==> config.mk <==
export PLATFORM = sky130hd
export DESIGN_NAME = fbuf_port_sched
export DESIGN_NICKNAME = d
export VERILOG_FILES = /design/src/rtl/fbuf_port_sched.sv
export SDC_FILE = /design/constraint.sdc
export NUM_CORES = 1
export LEC_CHECK = 0
export ABC_CLOCK_PERIOD_IN_PS = 3070
export CAP_MARGIN = 30
export CORE_ASPECT_RATIO = 0.7
export CORE_MARGIN = 2
export CORE_UTILIZATION = 48
export DETAILED_ROUTE_END_ITERATION = 7
export GPL_TIMING_DRIVEN = 0
export PLACE_DENSITY = 0.82
export SLEW_MARGIN = 5
export SYNTH_ARGS = -nofsm -noshare
export SYNTH_HDL_FRONTEND = slang
export SYNTH_SLANG_ARGS = --single-unit
==> constraint.sdc <==
create_clock -name clk -period 3.07 [get_ports clk]
set_clock_uncertainty 0.15 [all_clocks]
set_input_delay 0.614 -clock clk [delete_from_list [all_inputs] [get_ports clk]]
set_output_delay 0.614 -clock clk [all_outputs]
set_load 0.05 [all_outputs]
==> src/rtl/fbuf_port_sched.sv <==
// fbuf_port_sched: framebuffer port arbiter between the blitter and the
// screen-wide CLEAR / SCROLL sequencer (64 rows x 8 words x 16 bits).
module fbuf_port_sched (
    input  logic        clk,
    input  logic        res,
    input  logic        op_start,
    input  logic [1:0]  op_code,
    input  logic [3:0]  op_arg,
    output logic        op_busy,
    output logic        op_done,
    input  logic        blit_req,
    output logic        blit_gnt,
    input  logic        blit_en,
    input  logic        blit_write,
    input  logic [8:0]  blit_addr,
    input  logic [15:0] blit_data,
    output logic        fbuf_en,
    output logic        fbuf_write,
    output logic [8:0]  fbuf_addr,
    output logic [15:0] fbuf_data_in,
    input  logic [15:0] fbuf_data_out
);

    typedef enum logic [2:0] {IDLE, WAIT_GNT, RD, WR, ZWR, DONE} state_t;
    typedef enum logic [1:0] {OWN_NONE, OWN_BLIT, OWN_ENG} owner_t;

    localparam logic [1:0] OP_CLEAR = 2'd0;
    localparam logic [1:0] OP_DOWN  = 2'd1;
    localparam logic [1:0] OP_LEFT  = 2'd3;

    state_t      state, state_nxt;
    owner_t      owner, last_owner;
    logic [1:0]  op_q;
    logic [3:0]  n_q;
    logic [5:0]  row;
    logic [2:0]  w;
    logic [3:0]  carry;
    logic [5:0]  n_ext, src_row;
    logic        row_end, eng_req;
    logic        eng_en, eng_write;
    logic [8:0]  eng_addr;
    logic [15:0] eng_data, wr_data;

    assign n_ext   = {2'b00, n_q};
    assign src_row = (op_q == OP_DOWN) ? row - n_ext : row;
    assign row_end = (op_q == OP_LEFT) ? (w == 3'd0) : (w == 3'd7);
    // an accepted strobe already competes for the port in its own cycle
    assign eng_req = (state == WAIT_GNT) || (state == IDLE && op_start);

    // port ownership: grant only from NONE, alternate on ties
    always_ff @(posedge clk) begin
        if (res) begin
            owner      <= OWN_NONE;
            last_owner <= OWN_ENG;
        end else begin
            unique case (owner)
                OWN_NONE: begin
                    if (blit_req && (!eng_req || last_owner == OWN_ENG)) begin
                        owner      <= OWN_BLIT;
                        last_owner <= OWN_BLIT;
                    end else if (eng_req) begin
                        owner      <= OWN_ENG;
                        last_owner <= OWN_ENG;
                    end
                end
                OWN_BLIT: if (!blit_req) owner <= OWN_NONE;
                OWN_ENG:  if (state == DONE) owner <= OWN_NONE;
                default:  owner <= OWN_NONE;
            endcase
        end
    end

    // engine state register
    always_ff @(posedge clk) begin
        if (res) state <= IDLE;
        else     state <= state_nxt;
    end

    // engine next-state logic
    always_comb begin
        state_nxt = state;
        unique case (state)
            IDLE: if (op_start) state_nxt = WAIT_GNT;
            WAIT_GNT: begin
                if (owner == OWN_ENG) begin
                    if (op_q == OP_CLEAR)
                        state_nxt = ZWR;
                    else if (op_q == OP_DOWN && n_q == 4'd0)
                        state_nxt = DONE;
                    else
                        state_nxt = RD;
                end
            end
            RD: state_nxt = WR;
            WR: begin
                if (!row_end)
                    state_nxt = RD;
                else if (op_q == OP_DOWN)
                    state_nxt = (row == n_ext) ? ZWR : RD;
                else
                    state_nxt = (row == 6'd63) ? DONE : RD;
            end
            ZWR: begin
                if (w == 3'd7 &&
                    row == ((op_q == OP_CLEAR) ? 6'd63 : 6'd0))
                    state_nxt = DONE;
            end
            DONE: state_nxt = IDLE;
            default: state_nxt = IDLE;
        endcase
    end

    // operation registers and row/word walk
    always_ff @(posedge clk) begin
        if (res) begin
            op_q  <= 2'd0;
            n_q   <= 4'd0;
            row   <= 6'd0;
            w     <= 3'd0;
            carry <= 4'd0;
        end else begin
            unique case (state)
                IDLE: begin
                    if (op_start) begin
                        op_q  <= op_code;
                        n_q   <= op_arg;
                        carry <= 4'd0;
                        row   <= (op_code == OP_DOWN) ? 6'd63 : 6'd0;
                        w     <= (op_code == OP_LEFT) ? 3'd7 : 3'd0;
                    end
                end
                WR: begin
                    if (row_end) begin
                        carry <= 4'd0;
                        row   <= (op_q == OP_DOWN) ? row - 6'd1 : row + 6'd1;
                        w     <= (op_q == OP_LEFT) ? 3'd7 : 3'd0;
                    end else begin
                        carry <= (op_q == OP_LEFT) ? fbuf_data_out[15:12]
                                                   : fbuf_data_out[3:0];
                        w     <= (op_q == OP_LEFT) ? w - 3'd1 : w + 3'd1;
                    end
                end
                ZWR: begin
                    w <= w + 3'd1;
                    if (w == 3'd7)
                        row <= (op_q == OP_CLEAR) ? row + 6'd1 : row - 6'd1;
                end
                default: ;
            endcase
        end
    end

    // write data: read word from the previous RD cycle, shifted with carry
    always_comb begin
        wr_data = fbuf_data_out;
        unique case (op_q)
            2'd2:    wr_data = {carry, fbuf_data_out[15:4]};
            OP_LEFT: wr_data = {fbuf_data_out[11:0], carry};
            default: wr_data = fbuf_data_out;
        endcase
    end

    // status outputs and port mux
    always_comb begin
        op_busy   = (state != IDLE);
        op_done   = (state == DONE);
        blit_gnt  = (owner == OWN_BLIT);
        eng_en    = (state == RD) || (state == WR) || (state == ZWR);
        eng_write = (state == WR) || (state == ZWR);
        eng_addr  = (state == RD) ? {src_row, w} : {row, w};
        eng_data  = (state == WR) ? wr_data : 16'h0000;
        fbuf_en      = 1'b0;
        fbuf_write   = 1'b0;
        fbuf_addr    = 9'd0;
        fbuf_data_in = 16'h0000;
        if (owner == OWN_BLIT) begin
            fbuf_en      = blit_en;
            fbuf_write   = blit_write;
            fbuf_addr    = blit_addr;
            fbuf_data_in = blit_data;
        end else if (owner == OWN_ENG) begin
            fbuf_en      = eng_en;
            fbuf_write   = eng_write;
            fbuf_addr    = eng_addr;
            fbuf_data_in = eng_data;
        end
    end

endmodule

* Word level (Yosys, flattened, before mapping)
Cells that the tools add are included.
W data, S select, Z words.
** Storage, ports and cells
- Flip-flop bits (word level) :: 26
- Input bits :: 53
- Output and inout port bits :: 30
- Logic and storage cells :: 110
** Cells by class
- $add $sub $neg :: 5
- Equality and inequality tests :: 25
- Muxes and demuxes :: 46
- Reduce and logical (&&, ||, !) cells :: 26
** Operators by type and width (number)
- $mux W16 :: 3
- $mux W6 :: 8
- $mux W3 :: 14
- $pmux W16 S2 :: 1
- $mux W9 :: 3
- $pmux W6 S3 :: 1
- $pmux W3 S5 :: 1
- $mux W4 :: 3
- $ne A2 B2 Y1 const B :: 6
- $eq A2 B2 Y1 const B :: 5
- $eq A3 B3 Y1 const B :: 3
- $pmux W3 S3 :: 1
- $mux W2 :: 4
- $pmux W4 S2 :: 1
- $reduce_and A2 Y1 :: 4
- $add A6 B1 Y6 const B :: 1
- $eq A2 B1 Y1 const B :: 3
- $eq A3 B2 Y1 const B :: 2
- $eq A6 B4 Y1 :: 1
- $eq A6 B6 Y1 :: 1
- $eq A6 B6 Y1 const B :: 1
- $logic_not A3 Y1 :: 2
- $pmux W2 S3 :: 1
- $reduce_and A3 Y1 :: 2
- other kinds (16) :: 30

* Depth between registers and ports, before layout
- Depth in word-level cells :: 8
- Gate-level depth with buffers :: 8
- Depth with buffers taken out :: 8

* Least setup slack after synthesis
OpenSTA, ideal clock, no wires.
- Path type :: register -> output
- From :: reg row[0]
- To :: out fbuf_addr[5]
- Data arrival time :: 2.395 ns
- Required time :: 2.306 ns
- Slack :: -0.089 ns
- Stages on the path, launching flop included :: 9
- Buffers on the path :: 0
- Cells stage by stage :: dfxtp_1 -> inv_1 -> ha_1 -> inv_1 -> fa_1 -> xnor2_1 -> nand2_1 -> o21ai_0 -> o21ai_0
** Between the ends
- Longest elaborated chain between the ends :: 5
** Ends and longest elaborated chain
- start, declared :: line 35 : logic [5:0] row;
- start signal, assigned :: line 128 : row <= (op_code == OP_DOWN) ? 6'd63 : 6'd0;
- start signal, assigned :: line 135 : row <= (op_q == OP_DOWN) ? row - 6'd1 : row + 6'd1;
- start signal, assigned :: line 146 : row <= (op_q == OP_CLEAR) ? row + 6'd1 : row - 6'd1;
- $sub A6 B4 Y6 :: line 45 : assign src_row = (op_q == OP_DOWN) ? row - n_ext : row;
- $mux W6 :: line 45
- $mux W9 :: line 170 : eng_addr = (state == RD) ? {src_row, w} : {row, w};
- $mux W9 :: line 181 : end else if (owner == OWN_ENG) begin
- $mux W9 :: line 176 : if (owner == OWN_BLIT) begin
- end, declared :: line 19 : output logic [8:0] fbuf_addr,
Every way passes these cells.

* Final worst setup path
- From :: reg row[0]
- To :: out fbuf_addr[4]
The elaborated chain is that of the path after synthesis.

==> flow_summary_export.csv <==
group,metric,value,unit
synth,ys_seq_area_frac,0.1956,
clock_network,ctsRootBufferMaster,"clkbuf_8",
synth,yosysWarnings,0,
route,totalWireLength,8.717,mm
global_routing,track_usage,0.2903,
timing,hold_ws,385.4,ps
floorplanning,core-area,5285,um2
synth,async_flop_share,0,
placed_design,place_inst,539,
global_routing,grt_pass1_wl,14.30,mm
timing,slew_headroom,0.5982,
worst_setup_path,rr_worst_depth,6,
global_routing,grt-ovfl-total,0,
timing,fmax,338.2,MHz
pwr,p_per_area,613.5,nW/um2
global_routing,antenna_found_initial,0,
worst_hold_path,hold_depth,2,
synth,syn-mean-instance-area,6.895,um2
placed_design,hpwl,6.944,mm
placed_design,place.gp.congestion,0.9483,
pwr,p_leak,1.393,nW
synth,synth_edf_count,0,
pwr,vdd_drop_max,0.3706,mV
clock_network,cts-buffers-inserted,3,
clock_network,insertion_delay,270,ps
global_routing,grt_pass1_vias,2897,
finish,fin_cells,542,
route,ant_nets,0,
worst_setup_path,regToRegStartpoint,"w[0]",
floorplanning,die_x,93.00,um
pwr,p_total,2.195,mW
timing,fin_crit,2957,ps
worst_setup_path,endpoint_kind,"output pin",
timing,max_slew.worst_pin.slew,599.1,ps
synth,synth_cell_type_count,62,
clock_network,cts.clk_slew.worst_paths,90,ps
placed_design,place_ws,-401.3,ps
timing,grt_setup_unrepaired,"false",
synth,synthFlopType,"dfxtp_1",
route,vias,3209,
synth,synthesis.area,2661,um2
finish,syn_to_final_growth,34.41,%
worst_setup_path,cp.required,2310,ps
synth,ys_ff_latch,26,
finish,mostFrequentLayoutCell,"nand2_1",
clock_network,clockBufferDepth,2,
global_routing,grt_max_degree,14,
clock_network,holdBufCountCts,0,
clock_network,cts_sinks,26,
route,first_iter_violations,262,
route,detail_route.vias_per_cell,5.921,
run,max_cap_viol_count,0,
worst_hold_path,hp-class,"flip-flop to flip-flop",
timing,finalSetupViolations,0,
floorplanning,rows,22,
finish,final_util,0.6768,
worst_setup_path,crit_arrival,2190,ps
finish,mostFrequentLayoutCells,"63 x nand2_1, 54 x o21ai_0, 54 x clkdlybuf4s50_1, 34 x nor2_1, 32 x a21oi_1",
worst_setup_path,r2r_slack,710,ps
timing,drv_slew,0,
worst_setup_path,start_kind,"flip-flop",
timing,hold_violations,0,
worst_hold_path,holdCritStartpoint,"w[1]",
clock_network,postCtsSetupRepairBufs,0,
floorplanning,die_h,66.30,um
placed_design,buffer_ports.inserted,81,
finish,antenna_cells,0,
synth,synth_nets,450,
synth,syn_inst,386,
route,drt-pass1-iter-count,5,
timing,setup_ws,113.2,ps
clock_network,cts_max_level,1,
finish,drive_gt1_frac,0.1277,
worst_setup_path,crit_type,"flip-flop to output pin",
clock_network,cts_tree,"yes",
floorplanning,die-area,6166,um2
route,drc,0,
floorplanning,io_pins,83,
timing,fin_crit_sh,0.9631,
worst_setup_path,r2r_end,"row[3]",
finish,nets,536,
status,status,"finished clean",
worst_setup_path,critPathMaxFanout,9,
worst_hold_path,hold_end,"w[1]",
route,wl_per_cell,16.08,um
floorplanning,floorplan.initialDensity,0.5036,
## timing repair
item,CTS,global route
setup endpoints to repair,28,23
resized for setup,99,38
cloned,0,0
endpoints found under the hold margin,0,0
pin swaps,0,2
## registers in the layout, indices dropped and copies added, names as in the netlist
register / count
last_owner: 2
row: 6
state: 3
n_q: 4
op_q: 2
owner: 2
carry: 4
w: 3
## area by class of cell
class | count | area (um2)
Fill cell | 477 | 1708
Buffer | 26 | 136.4
Multi-Input combinational cell | 324 | 2009
Sequential cell | 26 | 525.5
Inverter | 10 | 40.04
Clock buffer | 3 | 41.29
Timing Repair Buffer | 81 | 734.5
Tap cell | 72 | 90.09
## routing by layer
metal  share of wire  vias to the layer above  global-route usage
li1                -                     1556                   -
met5               0                        -                   0
met4          0.0023                        0             0.01838
met2            0.44                      134              0.4538
met3           0.084                        6             0.04561
met1            0.48                     1513              0.4383
## synthesized netlist by cell type, drive strengths merged, types with 6 or more instances
cell,n,share of area
nor2b,7,0.016
nand3,7,0.013
buf,12,0.027
a21oi,34,0.067
nor3,10,0.019
inv,10,0.014
ha,10,0.047
nand2,66,0.095
dfxtp,26,0.20
o21ai,60,0.11
nor2,36,0.056
mux2i,21,0.079
a21o,6,0.017
clkbuf,14,0.020
## where the power goes
part	leakage [nW]	switching (mW)	internal, mW
clock	0.0216	0.112	0.0883
combinational	1.16	0.932	0.547
sequential	0.215	0.0977	0.418
## critical path: stages, from the launching register on
cell and delay [ps]:
dfxtp_4 400, inv_4 80, ha_1 130, inv_1 60, fa_2 520, mux2i_1 70, o21ai_1 120, dlygate4sd2_1 540
## through the flow
stage | instance area, um2 | setup TNS [ps]
after global routing | 3577 | 0
after CTS | 3543 | 0
after detailed placement | 3562 | -4556
after global placement | 3562 | -3661
after floorplan | 2661 | 0
final | 3577 | 0
## worst max path at each step
stage | from | endpoint
2_1_floorplan | row[0] | fbuf_addr[7]
3_3_place_gp | row[0] | fbuf_addr[7]
3_5_place_dp | row[0] | fbuf_addr[7]
4_1_cts | row[0] | fbuf_addr[7]
5_1_grt | state[1] | fbuf_addr[8]
6_report | row[0] | fbuf_addr[4]
## kinds of logic after synthesis
| logic type | count (synthesis) | synth area share |
|---|---|---|
| xor gates and xnor gates | 6 | 0.01975 |
| and+or+nand+nor | 157 | 0.2934 |
| muxes | 21 | 0.07898 |
| DFF | 26 | 0.1956 |
| adders and majority gates | 11 | 0.05454 |
| buffers and inverters | 36 | 0.06159 |
| AOI/OAI and AO/OA | 129 | 0.2962 |
Power figures use the tool's default switching activity.
